### src/rtl/uart_prog_loader_pkg.sv
// Shared constants and state encodings for the UART program loader.
package uart_prog_loader_pkg;

    localparam logic [7:0] CMD_IMEM = 8'h01;
    localparam logic [7:0] CMD_DMEM = 8'h02;
    localparam logic [7:0] CMD_DONE = 8'hFF;

    localparam int TGT_BIT = 14;

    typedef enum logic [2:0] {
        ST_IDLE,
        ST_CNT0,
        ST_CNT1,
        ST_DATA,
        ST_DONE
    } parse_state_t;

    typedef enum logic [1:0] {
        RX_IDLE,
        RX_START,
        RX_DATA,
        RX_STOP
    } rx_state_t;

endpackage

### src/rtl/uart_prog_loader_if.sv
// Write port from the loader into program ROM / data RAM.
interface uart_prog_loader_if;
    logic        upg_wen_o;
    logic [14:0] upg_adr_o;
    logic [31:0] upg_dat_o;
    logic        upg_done_o;
    logic        upg_err_o;

    modport master (
        output upg_wen_o,
        output upg_adr_o,
        output upg_dat_o,
        output upg_done_o,
        output upg_err_o
    );

    modport slave (
        input upg_wen_o,
        input upg_adr_o,
        input upg_dat_o,
        input upg_done_o,
        input upg_err_o
    );
endinterface

### src/rtl/uart_rx_8n1.sv
// 8N1 UART receiver: 2-flop synchronizer, mid-bit sampling with a down-counter.
// state    | meaning
// RX_IDLE  | waiting for a falling edge on the synchronized line
// RX_START | counting to mid start bit; high there means glitch
// RX_DATA  | sampling 8 data bits LSB-first every DIV cycles
// RX_STOP  | sampling stop bit; emits byte_valid_o or frame_err_o
module uart_rx_8n1
    import uart_prog_loader_pkg::*;
#(
    parameter int DIV = 10
) (
    input  logic       clk,
    input  logic       rst,
    input  logic       rx,
    output logic [7:0] byte_o,
    output logic       byte_valid_o,
    output logic       frame_err_o
);

    localparam int CW = $clog2(DIV);
    localparam logic [CW-1:0] HALF_M1 = CW'(DIV / 2 - 1);
    localparam logic [CW-1:0] FULL_M1 = CW'(DIV - 1);

    rx_state_t     state;
    logic [1:0]    sync;
    logic          rx_prev;
    logic [CW-1:0] cnt;
    logic [2:0]    bit_cnt;
    logic [7:0]    shift;

    always_ff @(posedge clk or posedge rst) begin
        if (rst) begin
            state        <= RX_IDLE;
            sync         <= 2'b11;
            rx_prev      <= 1'b1;
            cnt          <= '0;
            bit_cnt      <= '0;
            shift        <= '0;
            byte_o       <= '0;
            byte_valid_o <= 1'b0;
            frame_err_o  <= 1'b0;
        end else begin
            sync         <= {sync[0], rx};
            rx_prev      <= sync[1];
            byte_valid_o <= 1'b0;
            frame_err_o  <= 1'b0;
            case (state)
                RX_IDLE: begin
                    if (rx_prev && !sync[1]) begin
                        state <= RX_START;
                        cnt   <= HALF_M1;
                    end
                end
                RX_START: begin
                    if (cnt != '0) begin
                        cnt <= cnt - CW'(1);
                    end else if (sync[1]) begin
                        state <= RX_IDLE;
                    end else begin
                        state   <= RX_DATA;
                        cnt     <= FULL_M1;
                        bit_cnt <= '0;
                    end
                end
                RX_DATA: begin
                    if (cnt != '0) begin
                        cnt <= cnt - CW'(1);
                    end else begin
                        shift   <= {sync[1], shift[7:1]};
                        cnt     <= FULL_M1;
                        bit_cnt <= bit_cnt + 3'd1;
                        if (bit_cnt == 3'd7)
                            state <= RX_STOP;
                    end
                end
                RX_STOP: begin
                    // Returning to idle at the stop mid-sample lets the next start edge in.
                    if (cnt != '0) begin
                        cnt <= cnt - CW'(1);
                    end else begin
                        state <= RX_IDLE;
                        if (sync[1]) begin
                            byte_o       <= shift;
                            byte_valid_o <= 1'b1;
                        end else begin
                            frame_err_o <= 1'b1;
                        end
                    end
                end
                default: state <= RX_IDLE;
            endcase
        end
    end

endmodule

### src/rtl/uart_prog_loader.sv
// UART boot loader: parses CMD/CNT/DATA sections and emits 32-bit word writes.
// state   | meaning
// ST_IDLE | expecting a command byte
// ST_CNT0 | expecting word count low byte
// ST_CNT1 | expecting word count high byte
// ST_DATA | assembling little-endian words and writing them
// ST_DONE | download complete; all further bytes ignored
module uart_prog_loader
    import uart_prog_loader_pkg::*;
#(
    parameter int CLK_FREQ = 10_000_000,
    parameter int BAUD     = 128_000
) (
    input  logic                  upg_clk_i,
    input  logic                  upg_rst_i,
    input  logic                  rx_i,
    uart_prog_loader_if.master    upg
);

    localparam int DIV = CLK_FREQ / BAUD;

    logic [7:0]   rx_byte;
    logic         rx_valid;
    logic         rx_ferr;

    parse_state_t state;
    logic         target;
    logic [13:0]  addr;
    logic [15:0]  remaining;
    logic [7:0]   cnt_lo;
    logic [1:0]   lane;
    logic [23:0]  word;

    uart_rx_8n1 #(.DIV(DIV)) u_rx (
        .clk          (upg_clk_i),
        .rst          (upg_rst_i),
        .rx           (rx_i),
        .byte_o       (rx_byte),
        .byte_valid_o (rx_valid),
        .frame_err_o  (rx_ferr)
    );

    always_ff @(posedge upg_clk_i or posedge upg_rst_i) begin
        if (upg_rst_i) begin
            state          <= ST_IDLE;
            target         <= 1'b0;
            addr           <= '0;
            remaining      <= '0;
            cnt_lo         <= '0;
            lane           <= '0;
            word           <= '0;
            upg.upg_wen_o  <= 1'b0;
            upg.upg_adr_o  <= '0;
            upg.upg_dat_o  <= '0;
            upg.upg_done_o <= 1'b0;
            upg.upg_err_o  <= 1'b0;
        end else begin
            upg.upg_wen_o <= 1'b0;
            if (rx_ferr)
                upg.upg_err_o <= 1'b1;

            // Bookkeeping trails the strobe by design so the write uses the pre-increment address.
            if (upg.upg_wen_o) begin
                addr      <= addr + 14'd1;
                remaining <= remaining - 16'd1;
                if (remaining == 16'd1)
                    state <= ST_IDLE;
            end

            if (rx_valid) begin
                case (state)
                    ST_IDLE: begin
                        if (rx_byte == CMD_IMEM || rx_byte == CMD_DMEM) begin
                            target <= (rx_byte == CMD_DMEM);
                            addr   <= '0;
                            lane   <= '0;
                            state  <= ST_CNT0;
                        end else if (rx_byte == CMD_DONE) begin
                            upg.upg_done_o <= 1'b1;
                            state          <= ST_DONE;
                        end else begin
                            upg.upg_err_o <= 1'b1;
                        end
                    end
                    ST_CNT0: begin
                        cnt_lo <= rx_byte;
                        state  <= ST_CNT1;
                    end
                    ST_CNT1: begin
                        remaining <= {rx_byte, cnt_lo};
                        lane      <= '0;
                        state     <= ({rx_byte, cnt_lo} == 16'd0) ? ST_IDLE : ST_DATA;
                    end
                    ST_DATA: begin
                        if (lane == 2'd3) begin
                            upg.upg_wen_o <= 1'b1;
                            upg.upg_adr_o <= {target, addr};
                            upg.upg_dat_o <= {rx_byte, word};
                            lane          <= '0;
                        end else begin
                            word <= {rx_byte, word[23:8]};
                            lane <= lane + 2'd1;
                        end
                    end
                    ST_DONE: ;
                    default: state <= ST_IDLE;
                endcase
            end
        end
    end

endmodule

### src/flat_wrapper.sv
// flat-port wrapper written by rule: the top's interface ports become plain ports
module uart_prog_loader_flat import uart_prog_loader_pkg::*;
#(
    parameter int CLK_FREQ = 10_000_000,
    parameter int BAUD     = 128_000
)
  (upg_clk_i, upg_rst_i, rx_i, upg_upg_wen_o, upg_upg_adr_o, upg_upg_dat_o, upg_upg_done_o, upg_upg_err_o);
  uart_prog_loader_if upg_i ();
  input  logic upg_clk_i;
  input  logic upg_rst_i;
  input  logic rx_i;
  output wire logic [$bits(upg_i.upg_wen_o)-1:0] upg_upg_wen_o;
  output wire logic [$bits(upg_i.upg_adr_o)-1:0] upg_upg_adr_o;
  output wire logic [$bits(upg_i.upg_dat_o)-1:0] upg_upg_dat_o;
  output wire logic [$bits(upg_i.upg_done_o)-1:0] upg_upg_done_o;
  output wire logic [$bits(upg_i.upg_err_o)-1:0] upg_upg_err_o;
  assign upg_upg_wen_o = upg_i.upg_wen_o;
  assign upg_upg_adr_o = upg_i.upg_adr_o;
  assign upg_upg_dat_o = upg_i.upg_dat_o;
  assign upg_upg_done_o = upg_i.upg_done_o;
  assign upg_upg_err_o = upg_i.upg_err_o;
  uart_prog_loader #(.CLK_FREQ(CLK_FREQ), .BAUD(BAUD)) u_core (.upg_clk_i(upg_clk_i), .upg_rst_i(upg_rst_i), .rx_i(rx_i), .upg(upg_i));
endmodule
### config.mk
export PLATFORM = sky130hd
export DESIGN_NAME = uart_prog_loader_flat
export DESIGN_NICKNAME = d
export VERILOG_FILES = /design/src/rtl/uart_prog_loader_pkg.sv /design/src/rtl/uart_prog_loader_if.sv /design/src/rtl/uart_rx_8n1.sv /design/src/rtl/uart_prog_loader.sv /design/src/flat_wrapper.sv
export SDC_FILE = /design/constraint.sdc
export NUM_CORES = 1
export LEC_CHECK = 0
export ABC_CLOCK_PERIOD_IN_PS = 5050
export CORE_MARGIN = 2
export CORE_UTILIZATION = 47
export DETAILED_ROUTE_END_ITERATION = 10
export PLACE_DENSITY = 0.71
export SLEW_MARGIN = 20
export SYNTH_ARGS = -nofsm -noshare
export SYNTH_HDL_FRONTEND = slang
export SYNTH_SLANG_ARGS = --single-unit
### constraint.sdc
create_clock -name upg_clk_i -period 5.05 [get_ports upg_clk_i]
set_input_delay 0.505 -clock upg_clk_i [delete_from_list [all_inputs] [get_ports upg_clk_i]]
set_output_delay 0.505 -clock upg_clk_i [all_outputs]
set_load 0.05 [all_outputs]
# ---- Word level (Yosys, flattened, before mapping)
# Cells that the tools add are included.
dict set report op_classes {
  addsub 5
  eq_ne 22
  muxes 48
  n_bitwise 3
  reduce_logical 21
}
# op n
set op_table {}
lappend op_table {{$mux 14} 4}
lappend op_table {{$mux 16} 3}
lappend op_table {{$mux 7} 5}
lappend op_table {{$pmux 7 s4} 1}
lappend op_table {{$mux 3} 8}
lappend op_table {{$mux 2} 9}
lappend op_table {{$reduce_and 3->1} 6}
lappend op_table {{$eq 16x1->1 const B} 1}
lappend op_table {{$logic_not 16->1} 1}
lappend op_table {{$sub 16x1->16 const B} 1}
lappend op_table {{$add 14x1->14 const B} 1}
lappend op_table {{$mux 1} 14}
lappend op_table {{$ne 2x2->1 const B} 7}
lappend op_table {{$pmux 3 s4} 1}
lappend op_table {{$eq 8x1->1 const B} 1}
lappend op_table {{$eq 8x2->1 const B} 1}
lappend op_table {{$eq 8x8->1 const B} 1}
lappend op_table {{$pmux 2 s4} 1}
lappend op_table {{$reduce_and 4->1} 2}
lappend op_table {{$reduce_bool 7->1} 1}
lappend op_table {{$sub 7x1->7 const B} 1}
lappend op_table {{$eq 2x2->1 const B} 3}
lappend op_table {{$eq 3x2->1 const B} 2}
lappend op_table {{$eq 3x3->1 const B} 2}
lappend op_table {{other kinds (19)} 22}
dict set report totals {
  regBits 151
  output_inout_bits 50
}

# ---- Logic depth before layout (Yosys ltp)
# Gate-level depths: netlist (run 1).
dict set report depth {
  ltp_word 7
  mapped_depth 8
  mapped_depth_nobuf 7
}

# ---- Hierarchy
# From an unflattened synthesis (run 1), not the netlist that was laid out.
dict set report unflattened {
  hier_cells 522
  area_unflattened_um2 6596.3
}
# mod instances cells_per_inst area_each_um2 seq_area_each_um2
set modules_own_cells {}
lappend modules_own_cells {uart_prog_loader 1 389 4982.3 2952.8}
lappend modules_own_cells {uart_rx_8n1 1 133 1614.0 829.5}

# ---- Worst setup path before layout (run 1)
# Ideal clock, no wire load.
dict set report synth_timing {
  path_type {flip-flop to flip-flop}
  startpoint {register u_core.upg.upg_wen_o}
  endpoint {register u_core.remaining[13]}
  setup_ns 0.083
  arrival_ns 1.989
  setup_slack_ns 2.978
  stages_incl_launch_ff 6
  path_buffers 0
  synth_period_minus_slack_ns 2.072
  path_cell_list {dfrtp_1 > or4b_2 > nor4_1 > nand2_1 > xor2_1 > o21ai_0}
}
dict set report synth_between {
  elab_chain_cells 3
}
# element line_no
set synth_lines {}
lappend synth_lines {{start, declared} uart_prog_loader_if.sv:10} ;# output upg_wen_o,
lappend synth_lines {{start signal, assigned} uart_prog_loader.sv:52} ;# upg.upg_wen_o <= 1'b0;
lappend synth_lines {{start signal, assigned} uart_prog_loader.sv:58} ;# upg.upg_wen_o <= 1'b0;
lappend synth_lines {{start signal, assigned} uart_prog_loader.sv:96} ;# upg.upg_wen_o <= 1'b1;
lappend synth_lines {{$mux 16 *} uart_prog_loader.sv:63} ;# if (upg.upg_wen_o) begin
lappend synth_lines {{$mux 16} uart_prog_loader.sv:71} ;# case (state)
lappend synth_lines {{$mux 16 *} uart_prog_loader.sv:70} ;# if (rx_valid) begin
lappend synth_lines {{end signal, assigned} uart_prog_loader.sv:65} ;# remaining <= remaining - 16'd1;
lappend synth_lines {{end signal, assigned} uart_prog_loader.sv:90} ;# remaining <= {rx_byte, cnt_lo};
lappend synth_lines {{end, declared} uart_prog_loader.sv:29} ;# logic [15:0] remaining;
# Every way passes the cells marked *; elsewhere a longest branch is shown, timed or not.
# A chain may end at the register's enable or synchronous reset.

# ---- Worst setup path after layout (run 1)
dict set report layout_timing {
  startpoint {register u_core.upg.upg_wen_o}
  endpoint {output port upg_upg_wen_o}
}
# element line_no
set layout_lines {}
lappend layout_lines {{end, declared} flat_wrapper.sv:12} ;# output wire logic [$bits(upg_i.upg_wen_o)-1:0] upg_upg_wen_o;
# No word-level cell between the ends.

==> reports/results.tsv, run 1 <==
metric	value	unit
row cnt	42	
post-CTS setup buffer count	0	
CTS tree	done	
CTS HTree Levels	4	
clock buffer depth	2	
result of the run	finished clean	
GRT Residual Overflow	0	
post-synth top area cell	dfrtp_1	
Layout area overhead	19.7	%
total track usage	18.9	%
Worst Max-Slew Pin Slew	1.03	ns
Vias/cell	5.28	
most frequent cells in the layout	nand2_1 (178), dfrtp_1 (148), clkdlybuf4s50_1 (52)	
final setup fails	0	
IO Port Bufs	52	
Setup Crit Path Kind	register to output pin	
register area share after synthesis	58.3	%
Hold Buf Count CTS	0	
CP max stage delay	0.90	ns
final-report hold violation count	0	
setup TNS	0	ns
Placed Instances	832	
Initial Utilization	48.6	%
Buf/Inv on CP	1	
antenna violations before repair	0	
RSZ-0062 raised after global routing	no	
die height	121	um
CTS root buf	clkbuf_16	
share of layout cells above drive strength 1	13.2	%
peak fanout along the critical path	15	
top-area cell type share of the netlist area	57.1	%
asr flop ratio synth	100	%
Ys Warns	0	
net count of the mapped netlist	637	
P_leak	0.00383	uW
crit path cell chain	clkdlybuf4s50_1	
Top FF cell, synth	dfrtp_1	
first-pass GRT wire length	21900	um
Post-synth EDFFs	0	
PD cells	374	mW/mm^2
Hold Crit Class	register to register	
fin crit period	2.45	ns
Slew Limit Fails	0	
Fill cells	1102	
Clock Skews	0.00603	ns
DR DRC count	0	
Worst EP required	4.55	ns
DR vias	4565	
clock latency at the later pin of the worst-skew pair	0.42	ns
fin nets	690	
Die Wd	121	um
critical path's top delay family	buffers and inverters	
Setup crit start kind	register	
vias in the first global route	4609	
overall power	2900	uW
fin area	0.00776	mm^2
Cell Area, Synth	0.00648	mm^2
register area	0.00378	mm^2
largest net degree at the start of global routing	112	
crit share post-route	48.6	%
Peak supply drop	0.000267	V
wirelength, routed	12800	um
GPL Wtd Cong	0.880	
Slowest-stage cell, CP	clkdlybuf4s50_1	
CTS clk-pin slew, worst paths	0.06	ns
Mapped Cells	622	
max_cap viols	0	
First-pass DRT Iterations	4	
Worst slew margin	31.4	%
fmax	408	MHz
Avg Inst Size Synth	10.4	um^2
CTS buffer count	17	
clock sink count	151	
Yosys cell types	43	
Avg WL per Cell	14.8	um
Core Region	0.0133	mm^2
Final ANT Viol Nets	0	
Detail Placement HPWL	8360	um
initial drt markers	388	
commonest non-fill, non-tap cell in the layout	nand2_1	
# diodes	0	
placed standard-cell area	0.00718	mm^2
area of the multi-input gates	0.00256	mm^2
WHS	0.357	ns
I/O pin count	53	
top post-synthesis cells by area	dfrtp_1 (57%), nand2_1 (10%), mux2_2 (8.7%)	
post-CTS sizing	0	
Layout Cells excl Fill	864	
CP arrival	1.95	ns
die area	0.0147	mm^2
FF+latch count, synth	151	
Critical Path End Type	output pin	
==> stage by stage <==
| stage | setup WS [ns] | util [%] |
|---|---|---|
| after CTS | 2.54 | 58.1 |
| after floorplan | 0.485 | - |
| after detailed placement | 2.55 | 53.8 |
| after global routing | 2.51 | 58.1 |
| after global placement | 2.75 | 53.8 |
| final | 2.60 | 58.1 |
==> cells in the mapped netlist (all sizes together), types with 9 or more instances <==
library cell / number
ha: 12
nand2: 178
nor3: 12
xnor2: 17
xor2: 11
clkbuf: 17
nor2: 40
o21ai: 33
inv: 14
mux2: 50
dfrtp: 148
a21oi: 9
==> power breakdown <==
group	leakage (uW)	internal (uW)	switching (uW)	total, uW
clock	0.000275	768	462	1230
sequential	0.00209	1260	42.8	1300
combinational	0.00147	137	229	366
==> registers in the layout (all words and copies together), names as in the netlist, 2 cells and up, named ones only <==
register / cells
u_core.upg.upg_dat_o: 32
u_core.word: 24
u_core.remaining: 16
u_core.upg.upg_adr_o: 15
u_core.addr: 14
u_core.cnt_lo: 8
u_core.u_rx.byte_o: 8
u_core.u_rx.shift: 8
u_core.u_rx.cnt: 7
u_core.state: 3
u_core.u_rx.bit_cnt: 3
u_core.lane: 2
u_core.u_rx.sync: 2
==> final cells by class <==
cell class                      count  area share (%)
Clock inverter                      6            1.14
Inverter                           14           0.742
Clock buffer                       26            6.31
Sequential cell                   151            48.8
Multi-Input combinational cell    434            33.0
Tap cell                          176            2.84
Timing Repair Buffer               57            7.19
==> kinds of logic after synthesis <==
kind of cell | after synthesis | synth area share, %
and+or+nand+nor | 282 | 18.9
muxes | 52 | 8.99
DFF | 151 | 58.3
xor gates and xnor gates | 28 | 3.78
adders and majority gates | 12 | 2.32
AOI/OAI and AO/OA | 60 | 5.48
buffers and inverters | 37 | 2.20
==> worst reg2reg max path, stage by stage, from the launching register on <==
cell and delay (ns):
dfrtp_1 0.39, nor2b_1 0.28, nand2_1 0.15, nor3_2 0.63
buf_4 0.36, mux2_2 0.37
==> worst paths after layout <==
path / endpoint / startpoint / cells after the start / slack [ns]
min reg2reg: u_core.u_rx.sync[1] / u_core.u_rx.sync[0] / 0 / 0.36
min in group asynchronous: u_core.upg.upg_dat_o[21] / upg_rst_i / 2 / 0.64
max: upg_upg_wen_o / u_core.upg.upg_wen_o / 1 / 2.60
min: u_core.u_rx.sync[1] / u_core.u_rx.sync[0] / 0 / 0.36
max in group asynchronous: u_core.upg.upg_adr_o[1] / upg_rst_i / 3 / 3.29
max reg2reg: u_core.word[16] / u_core.u_rx.byte_valid_o / 5 / 2.76
==> routing by layer <==
layer | track usage (%) | routed length (um) | part of all wire (%)
met5 | 0 | 0 | 0
met3 | 3.99 | 536 | 4.2
met1 | 24.4 | 5740 | 45
met2 | 31.0 | 6300 | 49
met4 | 8.19 | 251 | 2.0
(Power assumes the default switching activity.)
==> run 2, diff against run 1 <==
--- a/config.mk
+++ b/config.mk
@@ -5,7 +5,7 @@
 export SDC_FILE = /design/constraint.sdc
 export NUM_CORES = 1
 export LEC_CHECK = 0
-export ABC_CLOCK_PERIOD_IN_PS = 5050
+export ABC_CLOCK_PERIOD_IN_PS = 2300
 export CORE_MARGIN = 2
 export CORE_UTILIZATION = 47
 export DETAILED_ROUTE_END_ITERATION = 10
==> constraint.sdc (replaced) <==
create_clock -name upg_clk_i -period 2.3 [get_ports upg_clk_i]
set_input_delay 0.23 -clock upg_clk_i [delete_from_list [all_inputs] [get_ports upg_clk_i]]
set_output_delay 0.23 -clock upg_clk_i [all_outputs]
set_load 0.05 [all_outputs]
==> run 2 against run 1 <==
Compared with the run above:
- flip-flop and latch count is the same
- critical endpoint is now u_core.remaining[14]
- power up 120%
- first-iteration DRC count is 28% lower
- clock power increased by 130%
- routed wire length increased by 0.37%
- setup slack worse by 2.4 ns
- largest cell class unchanged
- utilization rose by 0.71 points
- clock skew increased by 0.0083 ns
==> reports/results.tsv, run 2 (synthesis gave the netlist of run 1 again) <==
metric	value	unit
peak fanout along the critical path	5	
CTS tree	done	
Worst slew margin	58.4	%
CP arrival	2.36	ns
Core Region	0.0133	mm^2
Die Wd	121	um
P_leak	0.00389	uW
Critical Path Stages	5	
RSZ-0062 raised after global routing	no	
PD cells	826	mW/mm^2
Setup crit start kind	register	
DR DRC count	0	
critical path's top delay family	simple AND/OR/NAND/NOR gates	
GPL Wtd Cong	0.776	
Slew Limit Fails	0	
Sw Share	27.1	%
Hold Crit Class	primary input to register	
die height	121	um
largest net degree at the start of global routing	100	
CTS root buf	clkbuf_16	
commonest non-fill, non-tap cell in the layout	nand2_1	
clock sink count	151	
register area	0.00378	mm^2
initial drt markers	281	
CTS HTree Levels	4	
combinational power share	13.0	%
Detail Placement HPWL	8350	um
GRT Residual Overflow	0	
CP max stage delay	0.57	ns
Worst Max-Slew Pin Slew	0.623	ns
max_cap viols	0	
Fill cells	1086	
Vias/cell	5.23	
biggest regs	u_core.upg.upg_dat_o: 32 flops, u_core.word: 24 flops, u_core.remaining: 16 flops	
Final ANT Viol Nets	0	
reg2reg path depth	5	
clock buffer depth	2	
CTS clk-pin slew, worst paths	0.06	ns
clock power share	43.0	%
Critical Path End Type	register	
die area	0.0147	mm^2
Peak supply drop	0.000616	V
crit share post-route	89.2	%
clock latency at the later pin of the worst-skew pair	0.43	ns
Slowest-stage cell, CP	or4_4	
fin nets	699	
Setup Crit Path Kind	register to register	
Hold Path Depth	1	
Sequential Power Share	44.0	%
DR vias	4565	
post-CTS sizing	0	
final-report hold violation count	0	
vias in the first global route	4521	
crit path cell chain	or4_4, or3_4, or3_1, xor2_1, o21ai_2	
CTS buffer count	17	
placed standard-cell area	0.00726	mm^2
final setup fails	0	
Avg WL per Cell	14.7	um
# diodes	0	
share of layout cells above drive strength 1	15.1	%
row cnt	42	
Worst EP required	2.61	ns
Biggest register	u_core.upg.upg_dat_o	
antenna violations before repair	0	
post-CTS setup buffer count	0	
first-pass GRT wire length	21900	um
fin area	0.00785	mm^2
P_int	4730	uW
most frequent cells in the layout	nand2_1 (178), dfrtp_1 (148), clkdlybuf4s50_1 (52)	
Largest register FFs	32	
I/O pin count	53	
Clock Skews	0.0143	ns
First-pass DRT Iterations	5	
result of the run	finished clean	
Buf/Inv on CP	0	
IO Port Bufs	52	
Sw Pwr	1760	uW
area of the multi-input gates	0.00256	mm^2
Initial Utilization	48.6	%
fin crit period	2.05	ns
wirelength, routed	12900	um
setup TNS	0	ns
Layout area overhead	21.2	%
total track usage	18.9	%
Hold Buf Count CTS	0	
fmax	487	MHz
run 2: cell type report:
cell class	instances	area share (%)
Timing Repair Buffer	66	8.12
Sequential cell	151	48.2
Clock buffer	18	5.46
Clock inverter	14	2.10
Tap cell	176	2.80
Multi-Input combinational cell	434	32.6
Inverter	14	0.717
run 2: path summary, 6_finish.rpt:
check                                     from  slack (ns)                       end
setup / recovery           u_core.remaining[6]        0.25      u_core.remaining[14]
hold / removal                            rx_i        0.21       u_core.u_rx.sync[0]
setup reg to reg           u_core.remaining[6]        0.25      u_core.remaining[14]
hold reg to reg            u_core.u_rx.sync[0]        0.36       u_core.u_rx.sync[1]
max in group asynchronous            upg_rst_i        1.48  u_core.upg.upg_dat_o[12]
min in group asynchronous            upg_rst_i        0.30      u_core.remaining[13]
run 2: per-layer routing:
layer | up-vias | GRT usage (%) | share of wire (%)
li1 | 2198 | - | -
met1 | 2268 | 24.8 | 46
met2 | 79 | 30.3 | 49
met3 | 20 | 4.70 | 3.5
met4 | 0 | 7.18 | 1.7
met5 | - | 0 | 0
run 2: through the flow:
| step | instances | setup slack [ns] | hold slack [ns] | util, % | total power (uW) |
|---|---|---|---|---|---|
| 3_3_place_gp | 841 | 0.257 | 0.348 | 54.4 | 3690 |
| 6_report | 873 | 0.248 | 0.211 | 58.8 | 6480 |
| 3_5_place_dp | 841 | 0.242 | 0.354 | 54.4 | 3740 |
| 5_1_grt | 873 | 0.115 | 0.212 | 58.8 | 6790 |
| 4_1_cts | 873 | 0.237 | 0.193 | 58.8 | 6530 |
| 2_1_floorplan | 622 | 0.169 | 0.234 | - | 3500 |
run 2: power by group through the flow:
stage | clock, uW | combinational [uW] | sequential (uW)
4_1_cts | 2840 | 842 | 2850
5_1_grt | 2960 | 958 | 2870
3_5_place_dp | 0 | 837 | 2900
2_1_floorplan | 0 | 602 | 2900
3_3_place_gp | 0 | 804 | 2890
6_report | 2790 | 844 | 2850
